### config.mk
export PLATFORM = sky130hd
export DESIGN_NAME = alu_decode_fsm_flat
export DESIGN_NICKNAME = d
export VERILOG_FILES = /design/src/rtl/alu_pkg.sv /design/src/rtl/alu_decode_fsm_if.sv /design/src/rtl/alu_imm_ext.sv /design/src/rtl/alu_decode_fsm.sv /design/src/flat_wrapper.sv
export SDC_FILE = /design/constraint.sdc
export NUM_CORES = 1
export LEC_CHECK = 0
export BUFFER_PORTS_ARGS = -buffer_cell sky130_fd_sc_hd__buf_4
export CAP_MARGIN = 20
export CORE_MARGIN = 2
export CORE_UTILIZATION = 33
export DETAILED_ROUTE_END_ITERATION = 8
export PLACE_DENSITY = 0.57
export SYNTH_ARGS = -nofsm -noshare
export SYNTH_HDL_FRONTEND = slang
export SYNTH_SLANG_ARGS = --single-unit
### constraint.sdc
create_clock -name clk -period 1.83 [get_ports clk]
set_input_delay 0.0915 -clock clk [delete_from_list [all_inputs] [get_ports clk]]
set_output_delay 0.0915 -clock clk [all_outputs]
set_load 0.01 [all_outputs]
### src/rtl/alu_pkg.sv
// Shared decode constants for the integer ALU path: opcodes, ALU codes, FSM states, field positions.
// Also hosts the opcode decoder so the load/store decoders can share it.
package alu_pkg;

  // MicroBlaze numbers bit 0 as MSB; these are the equivalent LSB-0 positions.
  localparam int OPC_MSB = 31;
  localparam int OPC_LSB = 26;
  localparam int RD_MSB  = 25;
  localparam int RD_LSB  = 21;
  localparam int RA_MSB  = 20;
  localparam int RA_LSB  = 16;
  localparam int RB_MSB  = 15;
  localparam int RB_LSB  = 11;
  localparam int IMM_MSB = 15;
  localparam int IMM_LSB = 0;

  localparam int OPC_TYPEB_BIT = 3;
  localparam int OPC_KEEP_BIT  = 2;

  localparam logic [5:0] OPC_ADD    = 6'b000000;
  localparam logic [5:0] OPC_RSUB   = 6'b000001;
  localparam logic [5:0] OPC_ADDK   = 6'b000100;
  localparam logic [5:0] OPC_RSUBK  = 6'b000101;
  localparam logic [5:0] OPC_ADDI   = 6'b001000;
  localparam logic [5:0] OPC_RSUBI  = 6'b001001;
  localparam logic [5:0] OPC_ADDIK  = 6'b001100;
  localparam logic [5:0] OPC_RSUBIK = 6'b001101;
  localparam logic [5:0] OPC_OR     = 6'b100000;
  localparam logic [5:0] OPC_AND    = 6'b100001;
  localparam logic [5:0] OPC_XOR    = 6'b100010;
  localparam logic [5:0] OPC_ORI    = 6'b101000;
  localparam logic [5:0] OPC_ANDI   = 6'b101001;
  localparam logic [5:0] OPC_XORI   = 6'b101010;
  localparam logic [5:0] OPC_IMM    = 6'b101100;

  localparam logic [3:0] ALU_ADD  = 4'd0;
  localparam logic [3:0] ALU_RSUB = 4'd1;
  localparam logic [3:0] ALU_AND  = 4'd2;
  localparam logic [3:0] ALU_OR   = 4'd3;
  localparam logic [3:0] ALU_XOR  = 4'd4;

  typedef enum logic [1:0] {S_IDLE, S_READ, S_EXEC, S_WB} state_t;

  typedef struct packed {
    logic       legal;
    logic       is_imm;
    logic       type_b;
    logic       keep_carry;
    logic [3:0] alu_op;
  } dec_t;

  function automatic dec_t decode(input logic [5:0] opc);
    dec_t d;
    d = '0;
    d.legal = 1'b1;
    case (opc)
      OPC_ADD, OPC_RSUB, OPC_ADDK, OPC_RSUBK,
      OPC_ADDI, OPC_RSUBI, OPC_ADDIK, OPC_RSUBIK: begin
        d.type_b     = opc[OPC_TYPEB_BIT];
        d.keep_carry = opc[OPC_KEEP_BIT];
        d.alu_op     = opc[0] ? ALU_RSUB : ALU_ADD;
      end
      OPC_OR, OPC_ORI: begin
        d.type_b = opc[OPC_TYPEB_BIT];
        d.alu_op = ALU_OR;
      end
      OPC_AND, OPC_ANDI: begin
        d.type_b = opc[OPC_TYPEB_BIT];
        d.alu_op = ALU_AND;
      end
      OPC_XOR, OPC_XORI: begin
        d.type_b = opc[OPC_TYPEB_BIT];
        d.alu_op = ALU_XOR;
      end
      OPC_IMM: d.is_imm = 1'b1;
      default: d.legal  = 1'b0;
    endcase
    return d;
  endfunction

endpackage

### src/rtl/alu_decode_fsm_if.sv
// Request/decode bundle between the instruction issuer (master) and the ALU decode FSM (slave).
interface alu_decode_fsm_if #(
  parameter int DATA_W = 32,
  parameter int REG_AW = 5,
  parameter int OP_W   = 4
);
  logic              start;
  logic [31:0]       instr;
  logic              busy;
  logic              done;
  logic              illegal;
  logic [REG_AW-1:0] rd;
  logic [REG_AW-1:0] ra;
  logic [REG_AW-1:0] rb;
  logic [DATA_W-1:0] imm_ext;
  logic              use_imm;
  logic [OP_W-1:0]   alu_op;
  logic              keep_carry;
  logic              read_ra;
  logic              read_rb;
  logic              write_rd;

  modport master (
    output start, instr,
    input  busy, done, illegal, rd, ra, rb, imm_ext, use_imm, alu_op, keep_carry,
           read_ra, read_rb, write_rd
  );

  modport slave (
    input  start, instr,
    output busy, done, illegal, rd, ra, rb, imm_ext, use_imm, alu_op, keep_carry,
           read_ra, read_rb, write_rd
  );
endinterface

### src/rtl/alu_imm_ext.sv
// Immediate extension: sign-extended imm16, or {imm_hi, imm16} after an IMM prefix.
module alu_imm_ext #(
  parameter int DATA_W = 32
) (
  input  logic [15:0]       imm16,
  input  logic [15:0]       imm_hi,
  input  logic              imm_valid,
  output logic [DATA_W-1:0] imm_ext
);
  logic [31:0] imm32;

  assign imm32   = imm_valid ? {imm_hi, imm16} : {{16{imm16[15]}}, imm16};
  assign imm_ext = DATA_W'($signed(imm32));
endmodule

### src/rtl/alu_decode_fsm.sv
// Decode/sequence FSM for integer ALU instructions: IDLE -> READ -> EXEC -> WB, or IDLE -> WB for IMM/illegal.
// All outputs registered; start is only sampled in IDLE.
module alu_decode_fsm
  import alu_pkg::*;
#(
  parameter int DATA_W = 32,
  parameter int REG_AW = 5,
  parameter int OP_W   = 4
) (
  input logic clk,
  input logic reset,
  alu_decode_fsm_if.slave bus
);
  state_t state, state_nxt;
  dec_t   dec_in, dec_q, dec_cur;
  logic   accept;

  logic [REG_AW-1:0] rd_in, rd_q, ra_q, rb_q, rd_cur;
  logic [DATA_W-1:0] imm_ext_in, imm_ext_q;
  logic [15:0]       imm16_q, imm_hi;
  logic              imm_valid;
  logic              use_imm_q, keep_carry_q;
  logic [OP_W-1:0]   alu_op_q;

  logic busy_q, done_q, illegal_q, read_ra_q, read_rb_q, write_rd_q;
  logic busy_nxt, done_nxt, illegal_nxt, read_ra_nxt, read_rb_nxt, write_rd_nxt;

  assign accept = (state == S_IDLE) && bus.start;
  assign dec_in = decode(bus.instr[OPC_MSB:OPC_LSB]);
  assign rd_in  = REG_AW'(bus.instr[RD_MSB:RD_LSB]);

  // On the accept edge the registered outputs must reflect the incoming instruction.
  assign dec_cur = accept ? dec_in : dec_q;
  assign rd_cur  = accept ? rd_in : rd_q;

  alu_imm_ext #(.DATA_W(DATA_W)) u_imm_ext (
    .imm16    (bus.instr[IMM_MSB:IMM_LSB]),
    .imm_hi   (imm_hi),
    .imm_valid(imm_valid),
    .imm_ext  (imm_ext_in)
  );

  always_comb begin
    state_nxt    = state;
    busy_nxt     = 1'b0;
    done_nxt     = 1'b0;
    illegal_nxt  = 1'b0;
    read_ra_nxt  = 1'b0;
    read_rb_nxt  = 1'b0;
    write_rd_nxt = 1'b0;
    case (state)
      S_IDLE: if (bus.start) state_nxt = (dec_in.legal && !dec_in.is_imm) ? S_READ : S_WB;
      S_READ: state_nxt = S_EXEC;
      S_EXEC: state_nxt = S_WB;
      S_WB:   state_nxt = S_IDLE;
      default: state_nxt = S_IDLE;
    endcase
    busy_nxt     = (state_nxt != S_IDLE);
    read_ra_nxt  = (state_nxt == S_READ);
    read_rb_nxt  = (state_nxt == S_READ) && !dec_cur.type_b;
    done_nxt     = (state_nxt == S_WB);
    illegal_nxt  = done_nxt && !dec_cur.legal;
    // r0 is hard-wired zero, so a write to it is suppressed.
    write_rd_nxt = done_nxt && dec_cur.legal && !dec_cur.is_imm && (rd_cur != '0);
  end

  always_ff @(posedge clk) begin
    if (!reset) begin
      state        <= S_IDLE;
      busy_q       <= 1'b0;
      done_q       <= 1'b0;
      illegal_q    <= 1'b0;
      read_ra_q    <= 1'b0;
      read_rb_q    <= 1'b0;
      write_rd_q   <= 1'b0;
      dec_q        <= '0;
      rd_q         <= '0;
      ra_q         <= '0;
      rb_q         <= '0;
      imm_ext_q    <= '0;
      use_imm_q    <= 1'b0;
      alu_op_q     <= '0;
      keep_carry_q <= 1'b0;
      imm16_q      <= '0;
      imm_hi       <= '0;
      imm_valid    <= 1'b0;
    end else begin
      state      <= state_nxt;
      busy_q     <= busy_nxt;
      done_q     <= done_nxt;
      illegal_q  <= illegal_nxt;
      read_ra_q  <= read_ra_nxt;
      read_rb_q  <= read_rb_nxt;
      write_rd_q <= write_rd_nxt;
      if (accept) begin
        dec_q        <= dec_in;
        rd_q         <= rd_in;
        ra_q         <= REG_AW'(bus.instr[RA_MSB:RA_LSB]);
        rb_q         <= REG_AW'(bus.instr[RB_MSB:RB_LSB]);
        imm_ext_q    <= imm_ext_in;
        use_imm_q    <= dec_in.type_b;
        alu_op_q     <= OP_W'(dec_in.alu_op);
        keep_carry_q <= dec_in.keep_carry;
        imm16_q      <= bus.instr[IMM_MSB:IMM_LSB];
      end
      // The prefix survives only until the next instruction of any kind completes.
      if (state == S_WB) begin
        imm_valid <= dec_q.is_imm;
        if (dec_q.is_imm) imm_hi <= imm16_q;
      end
    end
  end

  assign bus.busy       = busy_q;
  assign bus.done       = done_q;
  assign bus.illegal    = illegal_q;
  assign bus.rd         = rd_q;
  assign bus.ra         = ra_q;
  assign bus.rb         = rb_q;
  assign bus.imm_ext    = imm_ext_q;
  assign bus.use_imm    = use_imm_q;
  assign bus.alu_op     = alu_op_q;
  assign bus.keep_carry = keep_carry_q;
  assign bus.read_ra    = read_ra_q;
  assign bus.read_rb    = read_rb_q;
  assign bus.write_rd   = write_rd_q;
endmodule

### src/flat_wrapper.sv
// flat-port wrapper written by rule: the top's interface ports become plain ports
module alu_decode_fsm_flat import alu_pkg::*;
#(
  parameter int DATA_W = 32,
  parameter int REG_AW = 5,
  parameter int OP_W   = 4
)
  (clk, reset, bus_start, bus_instr, bus_busy, bus_done, bus_illegal, bus_rd, bus_ra, bus_rb, bus_imm_ext, bus_use_imm, bus_alu_op, bus_keep_carry, bus_read_ra, bus_read_rb, bus_write_rd);
  alu_decode_fsm_if #(.DATA_W(DATA_W), .REG_AW(REG_AW), .OP_W(OP_W)) bus_i ();
  input logic clk;
  input logic reset;
  input wire logic [$bits(bus_i.start)-1:0] bus_start;
  input wire logic [$bits(bus_i.instr)-1:0] bus_instr;
  output wire logic [$bits(bus_i.busy)-1:0] bus_busy;
  output wire logic [$bits(bus_i.done)-1:0] bus_done;
  output wire logic [$bits(bus_i.illegal)-1:0] bus_illegal;
  output wire logic [$bits(bus_i.rd)-1:0] bus_rd;
  output wire logic [$bits(bus_i.ra)-1:0] bus_ra;
  output wire logic [$bits(bus_i.rb)-1:0] bus_rb;
  output wire logic [$bits(bus_i.imm_ext)-1:0] bus_imm_ext;
  output wire logic [$bits(bus_i.use_imm)-1:0] bus_use_imm;
  output wire logic [$bits(bus_i.alu_op)-1:0] bus_alu_op;
  output wire logic [$bits(bus_i.keep_carry)-1:0] bus_keep_carry;
  output wire logic [$bits(bus_i.read_ra)-1:0] bus_read_ra;
  output wire logic [$bits(bus_i.read_rb)-1:0] bus_read_rb;
  output wire logic [$bits(bus_i.write_rd)-1:0] bus_write_rd;
  assign bus_i.start = bus_start;
  assign bus_i.instr = bus_instr;
  assign bus_busy = bus_i.busy;
  assign bus_done = bus_i.done;
  assign bus_illegal = bus_i.illegal;
  assign bus_rd = bus_i.rd;
  assign bus_ra = bus_i.ra;
  assign bus_rb = bus_i.rb;
  assign bus_imm_ext = bus_i.imm_ext;
  assign bus_use_imm = bus_i.use_imm;
  assign bus_alu_op = bus_i.alu_op;
  assign bus_keep_carry = bus_i.keep_carry;
  assign bus_read_ra = bus_i.read_ra;
  assign bus_read_rb = bus_i.read_rb;
  assign bus_write_rd = bus_i.write_rd;
  alu_decode_fsm #(.DATA_W(DATA_W), .REG_AW(REG_AW), .OP_W(OP_W)) u_core (.clk(clk), .reset(reset), .bus(bus_i));
endmodule
==> results of run 1 <==
[cells in the mapped netlist, drive strengths merged]
cell / n / area [µm²]
nand2: 92 / 345.3
nand3: 1 / 5.000
inv: 6 / 22.52
dfxtp: 75 / 1501
o21ai: 20 / 103.9
clkinv: 1 / 3.750
o21a: 1 / 7.510
mux2: 1 / 11.26
a22oi: 2 / 15.01
a2bb2oi: 1 / 8.760
a221o: 1 / 10.01
a211oi: 1 / 7.510
or4: 2 / 15.01
a31oi: 2 / 27.53
clkbuf: 14 / 52.55
nor3b: 1 / 7.510
nor3: 2 / 10.01
and3b: 1 / 8.760
ha: 4 / 50.05
nand3b: 1 / 7.510
nor2b: 3 / 18.77
o211ai: 1 / 7.510
and2: 3 / 18.77
nand2b: 2 / 12.51
buf: 17 / 116.4
nor2: 26 / 97.59
a221oi: 1 / 8.760
a21oi: 62 / 310.3
o2111ai: 1 / 8.760
nand4: 3 / 18.77
conb: 1 / 3.750
[report_power, final]
group / switching [W] / internal, W
sequential: 0.000156 / 0.00188
combinational: 0.000744 / 0.000633
clock: 0.000629 / 0.000633
total: 0.00153 / 0.00315
[registers in the layout (all words and copies together), names as in the netlist, 2 cells and up]
register and flops:
u_core.bus.imm_ext 17, u_core.imm_hi 16, u_core.imm16_q 15, u_core.dec_q 7, u_core.bus.ra 5, u_core.bus.rd 5
u_core.state 2
[per-stage QoR]
| step | setup slack (ns) | util |
|---|---|---|
| CTS | 0.1836 | 0.4841 |
| detailed placement | 0.2036 | 0.4295 |
| finish | 0.1659 | 0.4841 |
| global route | 0.1171 | 0.4841 |
| global placement | 0.2403 | 0.4295 |
| floorplan | 0.3570 | - |
[path summary, 6_finish.rpt]
kind                                       from                              end  cells past startpoint
hold reg to reg   u_core.imm_hi[8]$_SDFFE_PN0P_    u_core.imm_hi[8]$_SDFFE_PN0P_                      2
hold / removal                    bus_instr[29]  u_core.bus.use_imm$_SDFFE_PN0P_                      3
setup / recovery     u_core.state[0]$_SDFF_PN0_   u_core.bus.write_rd$_SDFF_PN0_                      6
setup reg to reg     u_core.state[0]$_SDFF_PN0_   u_core.bus.write_rd$_SDFF_PN0_                      6
[cells by family (layout without fill, tap and decap cells)]
logic type	count (synthesis)	in the layout	share of synthesized area
and+or+nand+nor	137	137	0.1989
other	1	1	0.001319
buffers and inverters	38	150	0.06866
adders and majority gates	4	4	0.01761
muxes	1	1	0.003961
AOI/OAI and AO/OA	93	93	0.1813
DFF	75	75	0.5282
[final cells by class]
class	instances	area (µm²)	area share
flip-flops and latches	75	1501	0.3737
multi-input cells	236	1147	0.2856
repair buffers	127	1018	0.2535
well taps	105	131.4	0.03270
clock buffers	10	127.6	0.03177
clock inverters	6	65.06	0.01619
inverters	7	26.28	0.006540
[worst max-delay path, cell delays in order, from the launching register on]
cell	delay, ns
sky130_fd_sc_hd__dfxtp_1	0.37
sky130_fd_sc_hd__inv_1	0.09
sky130_fd_sc_hd__ha_1	0.21
sky130_fd_sc_hd__and2_2	0.27
sky130_fd_sc_hd__nor3b_1	0.26
sky130_fd_sc_hd__o21ai_0	0.13
sky130_fd_sc_hd__a211oi_1	0.24
[cell usage in the layout, fill, tap and decap left out, types with 3 or more instances in the layout]
master                          instances
sky130_fd_sc_hd__buf_4                101
sky130_fd_sc_hd__nand2_1               92
sky130_fd_sc_hd__inv_1                  6
sky130_fd_sc_hd__dfxtp_1               75
sky130_fd_sc_hd__nand4_1                3
sky130_fd_sc_hd__nor2_1                26
sky130_fd_sc_hd__ha_1                   4
sky130_fd_sc_hd__dlygate4sd3_1         26
sky130_fd_sc_hd__a21oi_1               62
sky130_fd_sc_hd__clkbuf_8               9
sky130_fd_sc_hd__o21ai_0               19
sky130_fd_sc_hd__nor2b_1                3
[layer usage]
metal	up-vias	part of all wire
met5	-	0
met4	0	0.012
met3	6	0.057
met2	78	0.48
met1	1228	0.45
li1	1361	-
[what timing repair did]
action,4_1_cts,5_1_grt
hold endpoints to repair,26,0
hold buffers,26,0
gates resized for setup,0,0
==> reports/metrics.sh, run 1 <==
CTS_ROOT_BUF='sky130_fd_sc_hd__clkbuf_8'
PLACE.PORT_BUFFERS=92
FIN_TOTAL_PWR_W=0.004676
SLEW_HEADROOM=0.5184
NETLIST-CELL-TYPE-COUNT=35
LAYOUT-DRIVE-GT1-SHARE=0.2603
CLOCK-SINKS=75
INITIAL_CORE_UTIL=0.3425
TIMING.HOLD.WORST.CLASS='input port to flip-flop'
GRT.MET2_USAGE=0.2794
CRITICAL_PATH.STARTPOINT_TYPE='flip-flop'
TOP_LEVEL_PORTS=94
R2R_SLACK_NS=0.17
OUTCOME='finished, final reports clean'
POWER.LEAKAGE_nW=1.716
FINAL-SETUP-VIOL-COUNT=0
MIN_PERIOD_NS=1.664
DIODES=0
HEIGHT_OF_THE_DIE_UM=96.82
MAX_SLEW.WORST_PIN.SLEW_NS=0.7223
SYNTH_NETS=388
GR-USAGE-ALL-LAYERS=0.1694
GR-MAX-USAGE-LAYER='met2'
GRTUSAGEMET3=0.05202
PORTION_OF_THE_POST_SYNTHESIS_AREA_USED_BY_SEQUENTIAL_ELEMENTS=0.5282
CRITPATHCAPTURETYPE='flip-flop'
POSTROUTEANTENNANETS=0
INITIAL_ANTENNA_VIOLATION_COUNT=0
WORST_VDD_IR_V=0.0005452
WL_PER_CELL_UM=13.73
LAYOUT-AREA-OVERHEAD-VS-SYNTH_PCT=41.33
LAYOUT.NETS=495
DRCVIOLATIONCOUNT=0
MAXCAPVIOLATIONS=0
ROUTE.VIAS.TOTAL=2673
CLK_PIN_SLEW_NS=0.08
GRT_PASS1_WL_MM=12.92
DP_HPWL_MM=5.038
SKEW_NS=0.007840
LAYOUT.FILLER_CELLS=804
CP.REQUIRED_NS=2.09
FINAL.HOLD.WORST_SLACK_NS=0.03823
INSTANCES_NO_FILL=566
POWER.DENSITY_nW_PER_UM2=1164
SYNTH_AREA_UM2=2843
WL_MM=7.769
GLOBAL_ROUTING_MET1_RESOURCE_UTILIZATION=0.2115
SYNTHESIS.AREA_PER_INSTANCE_UM2=8.145
NUMCTSBUFFERS=9
CTS_TREE='yes'
FINALSETUPTNS_NS=0
POST_CTS_SETUP_REPAIR_BUFS=0
GPL.FINAL_WEIGHTED_CONGESTION=0.8640
POST_DP_CELL_AREA_UM2=3565
DETAIL_ROUTE.ITER0.VIOLATIONS=162
AVGVIACOUNTPERCELL=4.723
CTS-HTREE-LEVELS=3
SLEW_VIOL_FINAL=0
POSTSYNTHREGISTERBITS=75
DESIGN_AREA_UM2=4018
SYNTHESIS.INSTANCES=349
CRITPATHKIND='flip-flop to flip-flop'
CP_DATA_ARRIVAL_TIME_NS=1.92
DIE_AREA_UM2=9373
WORST-PATH-MAX-FANOUT=11
CLK-INSERTION-DELAY-LATE_NS=0.35
FIN_CRIT_SH=0.9094
PLACED_CELLS=524
ACHIEVABLE-FREQUENCY_MHz=600.9
GRT.OVERFLOW.TOTAL=0
DRT_FIRST_PASS_ITERS=4
CORE_AREA_UM2=8299
YOSYS_WARNINGS=0
FINAL_HOLD_VIOL_COUNT=0
VIA_COUNT_OF_THE_FIRST_GLOBAL_ROUTING_PASS=2673
ROWS=33
DIE_X_UM=96.82
CTS_MAX_PATH_BUFS=2
RSZ_0062_RAISED_AFTER_GLOBAL_ROUTING='no'
LARGEST_NET_DEGREE_AT_THE_START_OF_GLOBAL_ROUTING=32
(Power assumes the default switching activity.)
==> run 2, diff against run 1 <==
Settings changed: CORE_UTILIZATION 33 to 25, PLACE_DENSITY 0.57 to 0.46, REMOVE_ABC_BUFFERS from default to 1.
==> run 2 against run 1 <==
Compared with the run above:
- sequential share of layout area up 0.13 points
- cell count grew 2.8%
- core utilization fell by 12 points
- critical endpoint unchanged
==> reports/metrics.sh, run 2 (same netlist as run 1, synthesis figures left out) <==
OUTCOME='finished, final reports clean'
TIMING.HOLD.WORST.CLASS='input port to flip-flop'
LAYOUT.NETS=476  # -3.8%
CTS_TREE='yes'
CRITPATHSLOWESTCELL='sky130_fd_sc_hd__dfxtp_1'
CLK_PIN_SLEW_NS=0.06  # -0.02 ns
CLK-INSERTION-DELAY-LATE_NS=0.33  # -0.02 ns
FINAL_HOLD_VIOL_COUNT=0  # unchanged
DRT_FIRST_PASS_ITERS=4  # unchanged
FINAL_COMMON_CELL='sky130_fd_sc_hd__buf_4'
GRT.OVERFLOW.TOTAL=0  # unchanged
MAX_STAGE_DELAY_NS=0.33  # -0.04 ns
WL_PER_CELL_UM=13.30  # -3.1%
RSZ_0062_RAISED_AFTER_GLOBAL_ROUTING='no'
CRITPATHCAPTURETYPE='flip-flop'
POWER.LEAKAGE_nW=1.697  # -1.1%
WORST-PATH-BUF-INV=2  # +1
POST_CTS_SETUP_REPAIR_BUFS=0  # unchanged
INSTANCES_NO_FILL=582  # +2.8%
WORSTREG2REGEND='u_core.bus.write_rd$_SDFF_PN0_'
CRITICAL_PATH.STARTPOINT_TYPE='flip-flop'
ROUTE.VIAS.TOTAL=2550  # -4.6%
HEIGHT_OF_THE_DIE_UM=110.6  # +14%
DRCVIOLATIONCOUNT=0  # unchanged
GR-USAGE-ALL-LAYERS=0.1278  # -0.04156
NUMCTSBUFFERS=9  # unchanged
WORST_SLACK_NS=0.2642  # +0.09838 ns
WL_MM=7.738  # -0.40%
CTS-HTREE-LEVELS=3  # unchanged
SLEW_HEADROOM=0.5212  # +0.002766
CTS_MAX_PATH_BUFS=2  # unchanged
LARGEST_NET_DEGREE_AT_THE_START_OF_GLOBAL_ROUTING=24  # -25%
INITIAL_CORE_UTIL=0.2588  # -0.08370
GRT_PASS1_WL_MM=12.52  # -3.1%
GR-MAX-USAGE-LAYER='met2'
WORSTPATHCELLLIST='inv_1 > ha_1 > and2_2 > buf_4 > o2111ai_1 > a211oi_1'
DIODES=0  # unchanged
WORST_VDD_IR_V=0.0005084  # -6.8%
CP_TOP_FAMILY='buffers and inverters'
MAXCAPVIOLATIONS=0  # unchanged
DP_HPWL_MM=5.242  # +4.1%
PRECTSSETUPSLACK_NS=0.2686  # +0.06500 ns
CP_DATA_ARRIVAL_TIME_NS=1.81  # -0.11 ns
LAYOUT-AREA-OVERHEAD-VS-SYNTH_PCT=40.85
DETAIL_ROUTE.ITER0.VIOLATIONS=83  # -49%
TOP_LEVEL_PORTS=94  # unchanged
GLOBAL_ROUTING_MET1_RESOURCE_UTILIZATION=0.1646  # -0.04686
CP.REQUIRED_NS=2.08  # about the same
INITIAL_ANTENNA_VIOLATION_COUNT=0  # unchanged
SLEW_VIOL_FINAL=0  # unchanged
CLOCK-SINKS=75  # unchanged
SKEW_NS=0.004834  # -0.003006 ns
ROWS=38  # +15%
CTS.REPAIR.RESIZED=0  # unchanged
MIN_PERIOD_NS=1.566  # -0.09838 ns
R2R_SLACK_NS=0.26  # +0.10 ns
VIA_COUNT_OF_THE_FIRST_GLOBAL_ROUTING_PASS=2466  # -7.7%
POWER.DENSITY_nW_PER_UM2=1320  # +13%
CTS_ROOT_BUF='sky130_fd_sc_hd__clkbuf_16'
AVGVIACOUNTPERCELL=4.381  # -7.2%
PLACED_CELLS=561  # +7.1%
LARGEST_REGISTER_FFS=17  # unchanged
FINAL-SETUP-VIOL-COUNT=0  # unchanged
POSTROUTEANTENNANETS=0  # unchanged
LAYOUT-DRIVE-GT1-SHARE=0.2805  # +0.02024
CRITICAL_PATH.REG2REG.STARTPOINT='u_core.state[0]$_SDFF_PN0_'
CRITPATHKIND='flip-flop to flip-flop'
LAYOUT.FILLER_CELLS=1126  # +40%
PLACE.PORT_BUFFERS=92  # unchanged
DIE_AREA_UM2=12240  # +31%
MIN_DELAY_PATH_DEPTH=3  # unchanged
TIMING.HOLD.WORST_ENDPOINT='u_core.bus.ra[4]$_SDFFE_PN0P_'
MAX_SLEW.WORST_PIN.SLEW_NS=0.7182  # -0.004149 ns
ACHIEVABLE-FREQUENCY_MHz=638.7  # +6.3%
GRT.MET2_USAGE=0.2012  # -0.07815
WORST_HOLD_STARTPOINT='bus_instr[20]'
WORST-R2R-CELL-COUNT=6  # unchanged
WORST-PATH-MAX-FANOUT=19  # +8
CTS_HOLD_REPAIR.BUFFERS=5  # -81%
FINALSETUPTNS_NS=0  # unchanged
GPL.FINAL_WEIGHTED_CONGESTION=0.7138  # -17%
FIN_CRIT_SH=0.8556  # -0.05376
GRTUSAGEMET3=0.04610  # -0.005920
CORE_AREA_UM2=10980  # +32%
FINAL.HOLD.WORST_SLACK_NS=0.005073  # -0.03316 ns
DIE_X_UM=110.6  # +14%
MOST-COMMON-LAYOUT-CELLS='sky130_fd_sc_hd__buf_4 (102), sky130_fd_sc_hd__nand2_1 (92), sky130_fd_sc_hd__dfxtp_1 (75)'
## run 2: cell type report
class,instances,area [µm²],area share
Clock buffer,9,225.2,0.05625
Clock inverter,7,92.59,0.02313
Inverter,7,26.28,0.006563
Multi-Input combinational cell,236,1147,0.2866
Sequential cell,75,1501,0.3750
Tap cell,140,175.2,0.04375
Timing Repair Buffer,108,835.8,0.2088
## run 2: how the worst max path moves through the flow
stage                                          end  slack (ns)                        from  cells after the start
4_1_cts             u_core.bus.write_rd$_SDFF_PN0_        0.25  u_core.state[0]$_SDFF_PN0_                      6
3_5_place_dp        u_core.bus.write_rd$_SDFF_PN0_        0.27  u_core.state[0]$_SDFF_PN0_                      6
3_3_place_gp        u_core.bus.write_rd$_SDFF_PN0_        0.33  u_core.state[0]$_SDFF_PN0_                      6
2_1_floorplan  u_core.bus.imm_ext[16]$_SDFFE_PN0P_       -0.29  u_core.state[0]$_SDFF_PN0_                      6
5_1_grt             u_core.bus.write_rd$_SDFF_PN0_        0.10  u_core.state[1]$_SDFF_PN0_                      6
6_report            u_core.bus.write_rd$_SDFF_PN0_        0.26  u_core.state[0]$_SDFF_PN0_                      6
## run 2: through the flow
step / utilization / total power [W] / instance area [µm²]
after floorplan: - / 0.002712 / 2674
after global placement: 0.3311 / 0.003434 / 3636
after detailed placement: 0.3311 / 0.003459 / 3636
after CTS: 0.3645 / 0.005363 / 4004
after global routing: 0.3645 / 0.005600 / 4004
final: 0.3645 / 0.005285 / 4004
## run 2: per-layer routing
layer	share of wire	vias to the layer above
li1	-	1325
met1	0.47	1147
met2	0.46	69
met3	0.060	9
met4	0.011	0
met5	0	-
## run 2: report_power, final
part | switching [W] | internal, W
Sequential | 0.000151 | 0.00188
Combinational | 0.000739 | 0.000630
Clock | 0.000693 | 0.00119
Total | 0.00158 | 0.00370
## run 2: worst register-to-register path, cell delays in order (launching register included)
cell	delay (ns)
sky130_fd_sc_hd__dfxtp_1	0.33
sky130_fd_sc_hd__inv_1	0.11
sky130_fd_sc_hd__ha_1	0.18
sky130_fd_sc_hd__and2_2	0.24
sky130_fd_sc_hd__buf_4	0.27
sky130_fd_sc_hd__o2111ai_1	0.13
sky130_fd_sc_hd__a211oi_1	0.23
==> run 3, diff against run 2 <==
==> constraint.sdc (replaced) <==
create_clock -name clk -period 1.85 [get_ports clk]
set_input_delay 0.37 -clock clk [delete_from_list [all_inputs] [get_ports clk]]
set_output_delay 0.37 -clock clk [all_outputs]
set_load 0.01 [all_outputs]
==> run 3 against run 2 <==
Compared with the run above:
- global-route usage rose by 0.40 points
- critical path depth did not move
- critical endpoint unchanged
- non-clock buffer count fell by 3
- largest cell class unchanged
- critical path type unchanged
- via count rose by 0.20%
- sequential power barely moved
- clock skew rose by 0.0013 ns
- hold slack improved by 0.28 ns
- core utilization fell by 0.11 points
==> reports/metrics.sh, run 3 (same netlist as run 1, synthesis figures left out) <==
CRITPATHCAPTURETYPE='flip-flop'
OUTCOME='finished, final reports clean'
DIODES=0  # unchanged
POST_CTS_SETUP_REPAIR_BUFS=0  # unchanged
DRCVIOLATIONCOUNT=0  # unchanged
MAX_SLEW.WORST_PIN.SLEW_NS=0.7707  # +0.05258 ns
NUMCTSBUFFERS=9  # unchanged
RSZ_0062_RAISED_AFTER_GLOBAL_ROUTING='no'
POST_DP_CELL_AREA_UM2=3664  # +0.76%
CTS.REPAIR.RESIZED=0  # unchanged
INSTANCES_NO_FILL=579  # -0.52%
CLK_PIN_SLEW_NS=0.06  # about the same
FINAL_COMMON_CELL='sky130_fd_sc_hd__buf_4'
LAYOUT.FILLER_CELLS=1132  # +0.53%
DIE_X_UM=110.6  # unchanged
CLK-INSERTION-DELAY-LATE_NS=0.33  # about the same
CP.REQUIRED_NS=2.09  # about the same
INITIAL_ANTENNA_VIOLATION_COUNT=0  # unchanged
WORST-PATH-MAX-FANOUT=13  # -6
LAYOUT-DRIVE-GT1-SHARE=0.2870  # +0.006473
CTS_TREE='yes'
HEIGHT_OF_THE_DIE_UM=110.6  # unchanged
MAXCAPVIOLATIONS=0  # unchanged
CTS_ROOT_BUF='sky130_fd_sc_hd__clkbuf_16'
CRIT_STARTPOINT='u_core.state[1]$_SDFF_PN0_'
WORST-R2R-CELL-COUNT=6  # unchanged
POWER.DENSITY_nW_PER_UM2=1317  # -0.24%
LARGEST_NET_DEGREE_AT_THE_START_OF_GLOBAL_ROUTING=23  # -4.2%
R2R_SLACK_NS=0.25  # about the same
POWER.LEAKAGE_nW=1.708  # +0.64%
AVGVIACOUNTPERCELL=4.413  # +0.72%
CTS-HTREE-LEVELS=3  # unchanged
SLEW_HEADROOM=0.4861  # -0.03506
POSTROUTEANTENNANETS=0  # unchanged
PRECTSSETUPSLACK_NS=0.2784  # +0.009838 ns
MOST-COMMON-LAYOUT-CELLS='sky130_fd_sc_hd__buf_4 (103), sky130_fd_sc_hd__nand2_1 (92), sky130_fd_sc_hd__dfxtp_1 (75)'
FINAL.HOLD.WORST_SLACK_NS=0.2866  # +0.2815 ns
MAX_STAGE_DELAY_NS=0.39  # +0.06 ns
CTS_MAX_PATH_BUFS=2  # unchanged
CP_DATA_ARRIVAL_TIME_NS=1.83  # +0.02 ns
WORSTPATHCELLLIST='inv_1 > ha_1 > and2_2 > nor3b_1 > o21ai_0 > a211oi_1'
TOP_LEVEL_PORTS=94  # unchanged
SLEW_VIOL_FINAL=0  # unchanged
GR-USAGE-ALL-LAYERS=0.1319  # +0.004018
FINAL-SETUP-VIOL-COUNT=0  # unchanged
PLACED_CELLS=563  # +0.36%
GRT.OVERFLOW.TOTAL=0  # unchanged
DP_HPWL_MM=5.293  # +0.97%
CRITICAL_PATH.REG2REG.STARTPOINT='u_core.state[1]$_SDFF_PN0_'
DIE_AREA_UM2=12240  # unchanged
LAYOUT.NETS=473  # -0.63%
PLACE.PORT_BUFFERS=92  # unchanged
CLOCK-SINKS=75  # unchanged
MIN_PERIOD_NS=1.596  # +0.03017 ns
CTS_HOLD_REPAIR.BUFFERS=0  # -5
DETAIL_ROUTE.ITER0.VIOLATIONS=113  # +36%
WORST_VDD_IR_V=0.0004309  # -15%
SKEW_NS=0.006174  # +0.001340 ns
CRITICAL_PATH.STARTPOINT_TYPE='flip-flop'
WL_MM=7.763  # +0.32%
CRITICAL_PATH.ENDPOINT='u_core.bus.write_rd$_SDFF_PN0_'
LAYOUT-AREA-OVERHEAD-VS-SYNTH_PCT=40.41
CRITPATHSLOWESTCELL='sky130_fd_sc_hd__dfxtp_1'
FINAL_HOLD_VIOL_COUNT=0  # unchanged
VIA_COUNT_OF_THE_FIRST_GLOBAL_ROUTING_PASS=2563  # +3.9%
CRITPATHKIND='flip-flop to flip-flop'
WL_PER_CELL_UM=13.41  # +0.84%
WORSTREG2REGEND='u_core.bus.write_rd$_SDFF_PN0_'
CORE_AREA_UM2=10980  # unchanged
ACHIEVABLE-FREQUENCY_MHz=626.6  # -1.9%
TIMING.HOLD.WORST.CLASS='input port to flip-flop'
WORST_SLACK_NS=0.2541  # -0.01017 ns
FIN_CRIT_SH=0.8627  # +0.007056
ROUTE.VIAS.TOTAL=2555  # +0.20%
DRT_FIRST_PASS_ITERS=4  # unchanged
INITIAL_CORE_UTIL=0.2588  # unchanged
GPL.FINAL_WEIGHTED_CONGESTION=0.7361  # +3.1%
ROWS=38  # unchanged
LARGEST_REGISTER_FFS=17  # unchanged
DESIGN_AREA_UM2=3991  # -0.31%
GRT_PASS1_WL_MM=12.97  # +3.6%
LAYOUT.CORE_UTILIZATION=0.3634  # -0.001139
==> run 3: cell types whose count changed in the layout (fill, tap and decap cells not counted) <==
cell                            delta
sky130_fd_sc_hd__dlygate4sd3_1     -5
sky130_fd_sc_hd__clkinvlp_4        -3
sky130_fd_sc_hd__clkbuf_8          +2
sky130_fd_sc_hd__buf_12            +1
sky130_fd_sc_hd__buf_4             +1
sky130_fd_sc_hd__clkinv_2          +1
==> run 3: where the power goes <==
group | total (W) | switching [W] | internal (W)
combinational | 0.00135 | 0.000733 | 0.000614
clock | 0.00189 | 0.000645 | 0.00125
sequential | 0.00202 | 0.000152 | 0.00187
==> run 3: worst max-delay path, delay by kind of cell (launching register included) <==
family                   cells  cell delay [ns]
AO/OA/AOI/OAI                2             0.37
adder cells (fa/ha/maj)      1             0.20
buffers and inverters        1             0.08
AND/OR/NAND/NOR              2             0.46
flip-flops                   1             0.39
==> run 3: stage by stage <==
step           total power (W)  TNS, ns
2_1_floorplan         0.002682   -4.554
3_3_place_gp          0.003406        0
3_5_place_dp          0.003422        0
4_1_cts               0.005349        0
5_1_grt               0.005570        0
6_report              0.005256        0
==> run 3: worst min-delay path by stage <==
stage	startpoint	end	slack, ns	cells past startpoint
2_1_floorplan	u_core.imm_hi[13]$_SDFFE_PN0P_	u_core.imm_hi[13]$_SDFFE_PN0P_	0.44	2
3_3_place_gp	u_core.imm_hi[5]$_SDFFE_PN0P_	u_core.imm_hi[5]$_SDFFE_PN0P_	0.44	2
3_5_place_dp	u_core.imm_hi[5]$_SDFFE_PN0P_	u_core.imm_hi[5]$_SDFFE_PN0P_	0.45	2
4_1_cts	bus_instr[14]	u_core.imm16_q[14]$_SDFFE_PN0P_	0.27	3
5_1_grt	bus_instr[14]	u_core.imm16_q[14]$_SDFFE_PN0P_	0.27	3
6_report	bus_instr[14]	u_core.imm16_q[14]$_SDFFE_PN0P_	0.29	3
==> run 3: layer usage <==
| metal | global-route usage | share of wire | routed length (µm) | vias up |
|---|---|---|---|---|
| li1 | - | - | - | 1313 |
| met1 | 0.1606 | 0.46 | 3534 | 1159 |
| met2 | 0.2123 | 0.46 | 3590 | 69 |
| met3 | 0.04061 | 0.059 | 458 | 14 |
| met4 | 0.06250 | 0.023 | 180 | 0 |
| met5 | 0 | 0 | 0 | - |
==> run 3: area by class of cell <==
| class | instances | area (µm²) | area share |
|---|---|---|---|
| repair buffers | 105 | 813.3 | 0.2038 |
| multi-input cells | 236 | 1147 | 0.2875 |
| well taps | 140 | 175.2 | 0.04389 |
| flip-flops and latches | 75 | 1501 | 0.3762 |
| clock buffers | 11 | 252.7 | 0.06332 |
| clock inverters | 5 | 75.07 | 0.01881 |
| inverters | 7 | 26.28 | 0.006583 |
